$ cat src/rtl/riscv_boot_dump_ctrl_pkg.sv
// riscv_harness_pkg: shared state encoding and opcode constants for the boot/dump controller
package riscv_harness_pkg;
  typedef enum logic [2:0] {IDLE, LOAD, RUN, RDREQ, DUMP, DONE} state_t;
  localparam logic [5:0] HLT_OPCODE = 6'b111111;
endpackage

$ cat src/rtl/riscv_boot_dump_ctrl_if.sv
// riscv_boot_dump_ctrl_if: load and dump stream handshakes between host and controller
interface riscv_boot_dump_ctrl_if #(parameter int XLEN = 32, parameter int RW = 5);
  logic ld_valid;
  logic ld_ready;
  logic [XLEN-1:0] ld_data;
  logic ld_last;
  logic dump_valid;
  logic dump_ready;
  logic [RW-1:0] dump_idx;
  logic [XLEN-1:0] dump_data;
  logic dump_last;
  modport master (output ld_valid, ld_data, ld_last, dump_ready,
                  input ld_ready, dump_valid, dump_idx, dump_data, dump_last);
  modport slave (input ld_valid, ld_data, ld_last, dump_ready,
                 output ld_ready, dump_valid, dump_idx, dump_data, dump_last);
endinterface

$ cat src/rtl/riscv_boot_dump_ctrl_rf_dump_seq.sv
// rf_dump_seq: register-file read index and dump output hold register
module rf_dump_seq #(
  parameter int XLEN = 32,
  parameter int NREGS = 32,
  localparam int RW = $clog2(NREGS)
) (
  input  logic clk1,
  input  logic rst,
  input  logic rd,
  input  logic dp,
  input  logic [XLEN-1:0] rf_rdata,
  input  logic dump_ready,
  output logic [RW-1:0] rf_raddr,
  output logic dump_valid,
  output logic [RW-1:0] dump_idx,
  output logic [XLEN-1:0] dump_data,
  output logic dump_last,
  output logic hs,
  output logic last
);
  logic [RW-1:0] idx;
  logic vld;
  logic [XLEN-1:0] data;
  assign last = idx == RW'(NREGS - 1);
  assign hs = vld && dump_ready;
  assign rf_raddr = idx;
  assign dump_idx = idx;
  assign dump_valid = vld;
  assign dump_data = data;
  assign dump_last = vld && last;
  // first DUMP cycle captures the synchronous read data, later cycles hold it
  always_ff @(posedge clk1)
    if (rst || !(rd || dp)) begin
      idx <= '0;
      vld <= 1'b0;
      data <= '0;
    end else if (dp) begin
      if (!vld) begin
        data <= rf_rdata;
        vld <= 1'b1;
      end else if (dump_ready) begin
        vld <= 1'b0;
        if (!last) idx <= idx + 1'b1;
      end
    end
endmodule

$ cat src/rtl/riscv_boot_dump_ctrl.sv
// riscv_boot_dump_ctrl: program load, bounded core run and register dump sequencer
// RISCV_HALT_DETECT_EN: end RUN early when the core retires HLT
module riscv_boot_dump_ctrl
  import riscv_harness_pkg::*;
#(
  parameter int XLEN = 32,
  parameter int IMEM_DEPTH = 1024,
  parameter int NREGS = 32,
  parameter int RUN_W = 16,
  localparam int AW = $clog2(IMEM_DEPTH),
  localparam int RW = $clog2(NREGS)
) (
  input  logic clk1,
  input  logic rst,
  input  logic cmd_start,
  input  logic [RUN_W-1:0] run_cycles,
  riscv_boot_dump_ctrl_if.slave bus,
  output logic imem_we,
  output logic [AW-1:0] imem_addr,
  output logic [XLEN-1:0] imem_wdata,
  output logic core_rst,
  input  logic retire_valid,
  input  logic [XLEN-1:0] retire_instr,
  output logic [RW-1:0] rf_raddr,
  input  logic [XLEN-1:0] rf_rdata,
  output logic busy,
  output logic done,
  output logic err_overflow,
  output logic [RUN_W-1:0] cycles_used
);
  state_t st, nx;
  logic [AW-1:0] ptr;
  logic [RUN_W-1:0] bud, cnt, cnt_n;
  logic err, ld_hs, ptr_end, go, halt, run_end, dhs, dlast, unused_retire;
`ifdef RISCV_HALT_DETECT_EN
  assign halt = retire_valid && retire_instr[31:26] == HLT_OPCODE;
  assign unused_retire = ^retire_instr[25:0];
`else
  assign halt = 1'b0;
  assign unused_retire = ^{retire_valid, retire_instr};
`endif
  assign go = (st == IDLE || st == DONE) && cmd_start;
  assign ld_hs = st == LOAD && bus.ld_valid;
  assign ptr_end = ptr == AW'(IMEM_DEPTH - 1);
  assign cnt_n = cnt + 1'b1;
  assign run_end = cnt_n == bud || halt;
  assign bus.ld_ready = st == LOAD;
  assign imem_we = ld_hs;
  assign imem_addr = ptr;
  assign imem_wdata = st == LOAD ? bus.ld_data : '0;
  assign core_rst = st != RUN;
  assign busy = st != IDLE && st != DONE;
  assign done = st == DONE;
  assign err_overflow = err;
  assign cycles_used = cnt;
  always_comb begin
    nx = st;
    case (st)
      IDLE, DONE: nx = cmd_start ? LOAD : st;
      LOAD: if (ld_hs) nx = bus.ld_last ? (bud == '0 ? RDREQ : RUN) : (ptr_end ? DONE : LOAD);
      RUN: nx = run_end ? RDREQ : RUN;
      RDREQ: nx = DUMP;
      DUMP: if (dhs) nx = dlast ? DONE : RDREQ;
      default: nx = IDLE;
    endcase
  end
  always_ff @(posedge clk1)
    if (rst) begin
      st <= IDLE;
      ptr <= '0;
      bud <= '0;
      cnt <= '0;
      err <= 1'b0;
    end else begin
      st <= nx;
      if (go) begin
        bud <= run_cycles;
        ptr <= '0;
        cnt <= '0;
        err <= 1'b0;
      end
      if (ld_hs) ptr <= ptr + 1'b1;
      if (ld_hs && !bus.ld_last && ptr_end) err <= 1'b1;
      if (st == RUN) cnt <= cnt_n;
    end
  rf_dump_seq #(.XLEN(XLEN), .NREGS(NREGS)) u_seq (
    .clk1(clk1),
    .rst(rst),
    .rd(st == RDREQ),
    .dp(st == DUMP),
    .rf_rdata(rf_rdata),
    .dump_ready(bus.dump_ready),
    .rf_raddr(rf_raddr),
    .dump_valid(bus.dump_valid),
    .dump_idx(bus.dump_idx),
    .dump_data(bus.dump_data),
    .dump_last(bus.dump_last),
    .hs(dhs),
    .last(dlast)
  );
endmodule

$ cat src/flat_wrapper.sv
// flat-port wrapper written by rule: the top's interface ports become plain ports
module riscv_boot_dump_ctrl_flat import riscv_harness_pkg::*;
#(
  parameter int XLEN = 32,
  parameter int IMEM_DEPTH = 1024,
  parameter int NREGS = 32,
  parameter int RUN_W = 16,
  localparam int AW = $clog2(IMEM_DEPTH),
  localparam int RW = $clog2(NREGS)
)
  (clk1, rst, cmd_start, run_cycles, imem_we, imem_addr, imem_wdata, core_rst, retire_valid, retire_instr, rf_raddr, rf_rdata, busy, done, err_overflow, cycles_used, bus_ld_valid, bus_ld_data, bus_ld_last, bus_dump_ready, bus_ld_ready, bus_dump_valid, bus_dump_idx, bus_dump_data, bus_dump_last);
  riscv_boot_dump_ctrl_if #(.XLEN(XLEN), .RW(5)) bus_i ();
  input  logic clk1;
  input  logic rst;
  input  logic cmd_start;
  input  logic [RUN_W-1:0] run_cycles;
  output logic imem_we;
  output logic [AW-1:0] imem_addr;
  output logic [XLEN-1:0] imem_wdata;
  output logic core_rst;
  input  logic retire_valid;
  input  logic [XLEN-1:0] retire_instr;
  output logic [RW-1:0] rf_raddr;
  input  logic [XLEN-1:0] rf_rdata;
  output logic busy;
  output logic done;
  output logic err_overflow;
  output logic [RUN_W-1:0] cycles_used;
  input wire logic [$bits(bus_i.ld_valid)-1:0] bus_ld_valid;
  input wire logic [$bits(bus_i.ld_data)-1:0] bus_ld_data;
  input wire logic [$bits(bus_i.ld_last)-1:0] bus_ld_last;
  input wire logic [$bits(bus_i.dump_ready)-1:0] bus_dump_ready;
  output wire logic [$bits(bus_i.ld_ready)-1:0] bus_ld_ready;
  output wire logic [$bits(bus_i.dump_valid)-1:0] bus_dump_valid;
  output wire logic [$bits(bus_i.dump_idx)-1:0] bus_dump_idx;
  output wire logic [$bits(bus_i.dump_data)-1:0] bus_dump_data;
  output wire logic [$bits(bus_i.dump_last)-1:0] bus_dump_last;
  assign bus_i.ld_valid = bus_ld_valid;
  assign bus_i.ld_data = bus_ld_data;
  assign bus_i.ld_last = bus_ld_last;
  assign bus_i.dump_ready = bus_dump_ready;
  assign bus_ld_ready = bus_i.ld_ready;
  assign bus_dump_valid = bus_i.dump_valid;
  assign bus_dump_idx = bus_i.dump_idx;
  assign bus_dump_data = bus_i.dump_data;
  assign bus_dump_last = bus_i.dump_last;
  riscv_boot_dump_ctrl #(.XLEN(XLEN), .IMEM_DEPTH(IMEM_DEPTH), .NREGS(NREGS), .RUN_W(RUN_W)) u_core (.clk1(clk1), .rst(rst), .cmd_start(cmd_start), .run_cycles(run_cycles), .bus(bus_i), .imem_we(imem_we), .imem_addr(imem_addr), .imem_wdata(imem_wdata), .core_rst(core_rst), .retire_valid(retire_valid), .retire_instr(retire_instr), .rf_raddr(rf_raddr), .rf_rdata(rf_rdata), .busy(busy), .done(done), .err_overflow(err_overflow), .cycles_used(cycles_used));
endmodule
$ cat config.mk
export PLATFORM = sky130hd
export DESIGN_NAME = riscv_boot_dump_ctrl_flat
export DESIGN_NICKNAME = d
export VERILOG_FILES = /design/src/rtl/riscv_boot_dump_ctrl_pkg.sv /design/src/rtl/riscv_boot_dump_ctrl_if.sv /design/src/rtl/riscv_boot_dump_ctrl_rf_dump_seq.sv /design/src/rtl/riscv_boot_dump_ctrl.sv /design/src/flat_wrapper.sv
export SDC_FILE = /design/constraint.sdc
export NUM_CORES = 1
export LEC_CHECK = 0
export BUFFER_PORTS_ARGS = -buffer_cell sky130_fd_sc_hd__buf_2
export CAP_MARGIN = 10
export CORE_ASPECT_RATIO = 0.6
export CORE_MARGIN = 10
export CORE_UTILIZATION = 50
export CTS_BUF_LIST = sky130_fd_sc_hd__clkbuf_8
export CTS_CLUSTER_DIAMETER = 80
export DETAILED_ROUTE_END_ITERATION = 10
export PLACE_DENSITY = 0.88
export REMOVE_ABC_BUFFERS = 1
export SKIP_CTS_REPAIR_TIMING = 1
export SLEW_MARGIN = 15
export SYNTH_ARGS = -nofsm -noshare
export SYNTH_HDL_FRONTEND = slang
export SYNTH_HIERARCHICAL = 1
export SYNTH_SLANG_ARGS = --single-unit
$ cat constraint.sdc
create_clock -name clk1 -period 5.38 [get_ports clk1]
set_input_delay 0 -clock clk1 [delete_from_list [all_inputs] [get_ports clk1]]
set_output_delay 0 -clock clk1 [all_outputs]
set_load 0.1 [all_outputs]
======== Yosys cells after proc, flatten, opt, wreduce, memory -nomap -nowiden ========
Index checks and enable logic that the tools add are counted.
operators by class
  $add $sub $neg .......................... 3
  equality and inequality tests ........... 13
  multiplexer cells ....................... 18
  bitwise operators ....................... 2
  reduce and logical (&&, ||, !) cells .... 22
operators by type and width
  operator                                                                 count
  16-bit two-way mux                                                       2
  32-bit two-way mux                                                       1
  10-bit two-way mux                                                       2
  3-bit two-way mux                                                        6
  16-bit by 1-bit adder with 16-bit output, second input constant          1
  16-bit == test                                                           1
  16-bit zero test                                                         1
  3-bit case mux with 5 select lines                                       1
  10-bit by 1-bit adder with 10-bit output, second input constant          1
  10-bit == test, second input constant                                    1
  1-bit logical AND                                                        7
  3-bit by 2-bit == test with 1-bit output, second input constant          2
  3-bit == test, second input constant                                     2
  1-bit two-way mux                                                        6
  2-bit nonzero test                                                       3
  5-bit by 1-bit adder with 5-bit output, second input constant            1
  5-bit == test, second input constant                                     1
  2-bit by 1-bit inequality test with 1-bit output, second input constant  2
  4-bit AND reduction                                                      1
  3-bit by 1-bit == test with 1-bit output, second input constant          1
  3-bit zero test                                                          1
  1-bit logical OR                                                         3
  3-bit by 2-bit inequality test with 1-bit output, second input constant  1
  3-bit inequality test, second input constant                             1
  other kinds (7)                                                          9
word-level totals
  bits in registers ....................... 84
  input bits .............................. 119
  output and inout port bits .............. 108
  logic and storage cells ................. 66

======== Longest topological paths before layout ========
  depth in word-level cells ............... 5
  mapped depth ............................ 9
  gate-level depth less buffers ........... 7

======== Modules after synthesis ========
Netlist, hierarchy kept.
modules (own cells, without submodules)
  module                instances  cells each  area an instance (um^2)  seq. area each (um^2)
  riscv_boot_dump_ctrl  1          369         2786.4                   920.9
  rf_dump_seq           1          175         1445.1                   760.7

======== Least setup slack after synthesis ========
No wires, ideal clock.
  kind .................................... reg2out
  start point ............................. register u_core.st[0]
  end point ............................... output port imem_wdata[22]
  arrival time ............................ 2.790 ns
  setup slack ............................. 2.590 ns
  cell stages (with the launch flop) ...... 6
  buffers on the path ..................... 2
  cell sequence ........................... dfxtp_1 -> buf_2 -> inv_1 -> nor3_1 -> clkbuf_1 -> and2_1
between the ends
  cells in the longest elaborated chain, start to end .. 2
ends and longest elaborated chain
  element                                   line                        RTL
  start, declared                           riscv_boot_dump_ctrl.sv:31  state_t st, nx;
  start signal, assigned                    riscv_boot_dump_ctrl.sv:75  st <= nx;
  3-bit by 1-bit == test with 1-bit output  -
  via bus_ld_ready                          flat_wrapper.sv:33          output wire logic [$bits(bus_i.ld_ready)-1:0] bus_ld_ready;
  32-bit two-way mux                        riscv_boot_dump_ctrl.sv:50  assign imem_wdata = st == LOAD ? bus.ld_data : '0;
  end, declared                             flat_wrapper.sv:19          output logic [XLEN-1:0] imem_wdata;
The timed path passes the listed nets, and every way through them passes these cells.

======== Worst setup path after layout ========
  start point ............................. register u_core.st[2]
  end point ............................... register u_core.cnt[3], in the netlist u_core/cycles_used[3]
between the ends
  cells in the longest elaborated chain, start to end .. 4
  elaborated cells between the ends (all ways) .. 7
  classes of those cells .................. eq/ne: 2; mux: 1; reduce/logical: 4
ends and longest elaborated chain
  element                                           line                        RTL
  3-bit == test or 3-bit zero test (tied branches)  riscv_boot_dump_ctrl.sv:42  assign go = (st == IDLE || st == DONE) && cmd_start;
  1-bit logical OR                                  riscv_boot_dump_ctrl.sv:42
  1-bit logical AND                                 riscv_boot_dump_ctrl.sv:42
  2-bit nonzero test (no line)                      -
  end signal, assigned                              riscv_boot_dump_ctrl.sv:84  if (st == RUN) cnt <= cnt_n;
  end, declared                                     riscv_boot_dump_ctrl.sv:33  logic [RUN_W-1:0] bud, cnt, cnt_n;
Parallel ways exist; a longest one is shown, timed or not.
A chain may end at the register's enable or synchronous reset.

==> results.toml <==
[floorplanning]
dieArea_sq_um = 12660
pin_count = 227
die_y_um = 91.26
initial_core_util = 0.5264
fp.dieW_um = 138.8
core_sq_um = 8039
rows = 25

[hold_path]
min_path_cells = 3
worstHoldPathType = "input pin to register"
whs_endpoint = "u_core/st[2]"
min-delay-start = "cmd_start"

[clocking]
numCtsBuffers = 9
numClockSinks = 84
cts_buffer_depth = 2
h-tree-depth = 3
clk_latency_ps = 360
clockRootBuffer = "clkbuf_8"
path_clk_slew_ps = 80
cts_tree = "built"

[worst_setup_path]
crit_type = "register to register"
cp-startpoint = "u_core/st[2]"
critPathCaptureType = "register"
critical_path.slowest_cell = "nor4b_4"
crit_fanout = 19
r2r_slack_ps = 2340
crit_top_cell = "nor2_1"
crit_path_max_incr_delay_ps = 1010
critical_path_buf_inv_count = 0
crit_arrival_ps = 3260
start_kind = "register"
worstReg2RegEnd = "u_core/cycles_used[3]"
r2r_cells = 6
crit_path_cell_trace = "nor2b_1 > nor4b_4 > nor2_1 > a21o_1 > a21oi_1 > nor2_1"
crit_family = "simple AND/OR/NAND/NOR gates"
worstReg2RegStart = "u_core/st[2]"
cp.required_ps = 5600

[synthesis]
synth_top_family_by_area = "simple AND/OR/NAND/NOR gates"
synth_top_area_share = 0.3974
synthFlopType = "dfxtp_1"
synth.top_cells.by_count = "nand2_1 (112), dfxtp_1 (84), a21oi_1 (72)"
yosys.area_share.simple = 0.2995
synthMuxAreaShare = 0.01981
netlist_area_sq_um = 4232
yosysTopAreaCell = "dfxtp_1"
synth_xor_area_frac = 0.05381
ys_seq_elements = 84
synth_cells = 544
ys_warn_count = 6
synthAdderAreaFrac = 0.01183
synth_cell_types = 55
synth_area_per_cell_sq_um = 7.779
synth.most_common_cell = "nand2_1"
synth.area.top_cells = "dfxtp_1 (40%), nand2_1 (9.9%), a21oi_1 (8.5%), and2_1 (5.3%), xnor2_1 (3.9%)"
yosysSeqAreaShare = 0.3974
synth_compound_area_frac = 0.1656
async_flop_share = 0
synth_edf_count = 0

[pwr]
p_int_mw = 1.030
seqPwrFrac = 0.412
powerDensity_nw_per_um2 = 269.6
swShare = 0.3484
switchingPower_mw = 0.5509
ir_worst_vdd_v = 0.0001740
power.leakage_nw = 2.609
clkPwrFrac = 0.319
pwr-share-comb = 0.269
p_total_mw = 1.581

[final_layout]
areaGrowthSynthToFinish_pct = 38.59
layout-drive-gt1-share = 0.2917
final_cells = 870
nNetsFinal = 880
fin_area_sq_um = 5864
finish.utilization = 0.7295

[global_route]
grt_max_degree = 48
grt_use_total = 0.2072
antenna_found_initial = 1
grt_pass1_vias = 4147
grt_overflow_total = 0
grt_pass1_wl_um = 21890

[placed_design]
dp.cells = 806
dp_hpwl_um = 10980
io_buffers = 193
place.gp.congestion = 0.9202
placed_cell_area_sq_um = 5146
dp_slack_ps = 2535

[route]
drtIter0Drc = 615
num_vias = 4725
drt_wl_total_um = 15170
ant_nets = 0
wire_per_inst_um = 17.44
drtPass1Iterations = 5
routed_via_density = 5.431
drc = 0

[timing]
rsz0062_at_grt = "no"
fin_crit_ps = 3040
worst_pin_slew_ps = 1137
slew_headroom = 0.2388
maxSlewViolCount = 0
totalNegativeSetupSlack_ps = 0
max_freq_ghz = 0.3289
setup_violations = 0
post-route-period-util = 0.5651
whs_ps = 71.92
hold_viol = 0
fin_ws_ps = 2340
clock_skew_ps = 10.96

[status]
status = "finished clean"

[job]
cap_violations = 0
==> registers in the layout (all words and copies together), names as in the netlist <==
signal                   flops
u_core/cycles_used          16
u_core/st                    3
u_core/u_seq/dump_valid      1
u_core/u_seq/dump_idx        5
u_core/bud                  16
u_core/u_seq/dump_data      32
u_core/imem_addr            10
u_core/err_overflow          1
==> how the worst max path moves through the flow <==
stage	to	slack, ps	cells after the start
after CTS	u_core/cycles_used[3]	2510	6
after global placement	u_core/cycles_used[3]	2660	6
after floorplan	imem_wdata[0]	700	3
final	u_core/cycles_used[3]	2340	6
after detailed placement	u_core/cycles_used[3]	2530	6
after global routing	u_core/cycles_used[3]	2280	6
==> worst min-delay path, stage by stage <==
cell     delay (ps)
buf_2           150
a221o_1         170
a21oi_1          70
==> power by group through the flow <==
stage	logic (mW)	clock network [mW]	registers (mW)
floorplan	0.293	0	0.669
global placement	0.388	0	0.664
detailed placement	0.394	0	0.665
CTS	0.394	0.515	0.651
global route	0.449	0.535	0.653
finish	0.425	0.504	0.652
==> placed cells by master (no fill, tap or decap), types with 7 or more instances in the layout <==
cell and count:
buf_2 193, nand2_1 112, dfxtp_1 84, a21oi_1 72
dlygate4sd3_1 48, and2_1 36, nor2_1 35, o21ai_0 21
xnor2_1 19, nand3_1 16, clkbuf_8 11, or3_1 10
and3_1 7, nor3_1 7, xor2_1 7
==> logic make-up (layout without fill, tap and decap cells) <==
kind of cell             count (synthesis)  after routing
buffers and inverters                   44            261
flip-flops                              84             84
adder cells (fa/ha/maj)                  4              4
AO/OA/AOI/OAI                          123            123
other                                    0              1
AND/OR/NAND/NOR                        255            255
multiplexers                             8              8
XOR/XNOR                                26             26
==> layout make-up <==
class	instances	area (sq um)
tap	108	135.1
timing repair buffer	242	1454
clock inverter	4	72.57
inverter	4	15.01
multi-input combinational	416	2352
fill	663	2175
antenna	1	2.502
sequential	84	1682
clock buffer	11	151.4
==> routing by layer <==
| layer | share of wire | global-route usage | wire (um) | vias to the layer above |
|---|---|---|---|---|
| li1 | - | - | - | 2283 |
| met1 | 0.39 | 0.2422 | 5983 | 2207 |
| met2 | 0.50 | 0.3528 | 7612 | 206 |
| met3 | 0.081 | 0.07332 | 1227 | 29 |
| met4 | 0.023 | 0.05882 | 346 | 0 |
| met5 | 0 | 0 | 0 | - |
No activity file was read; power rests on OpenSTA's default activity.
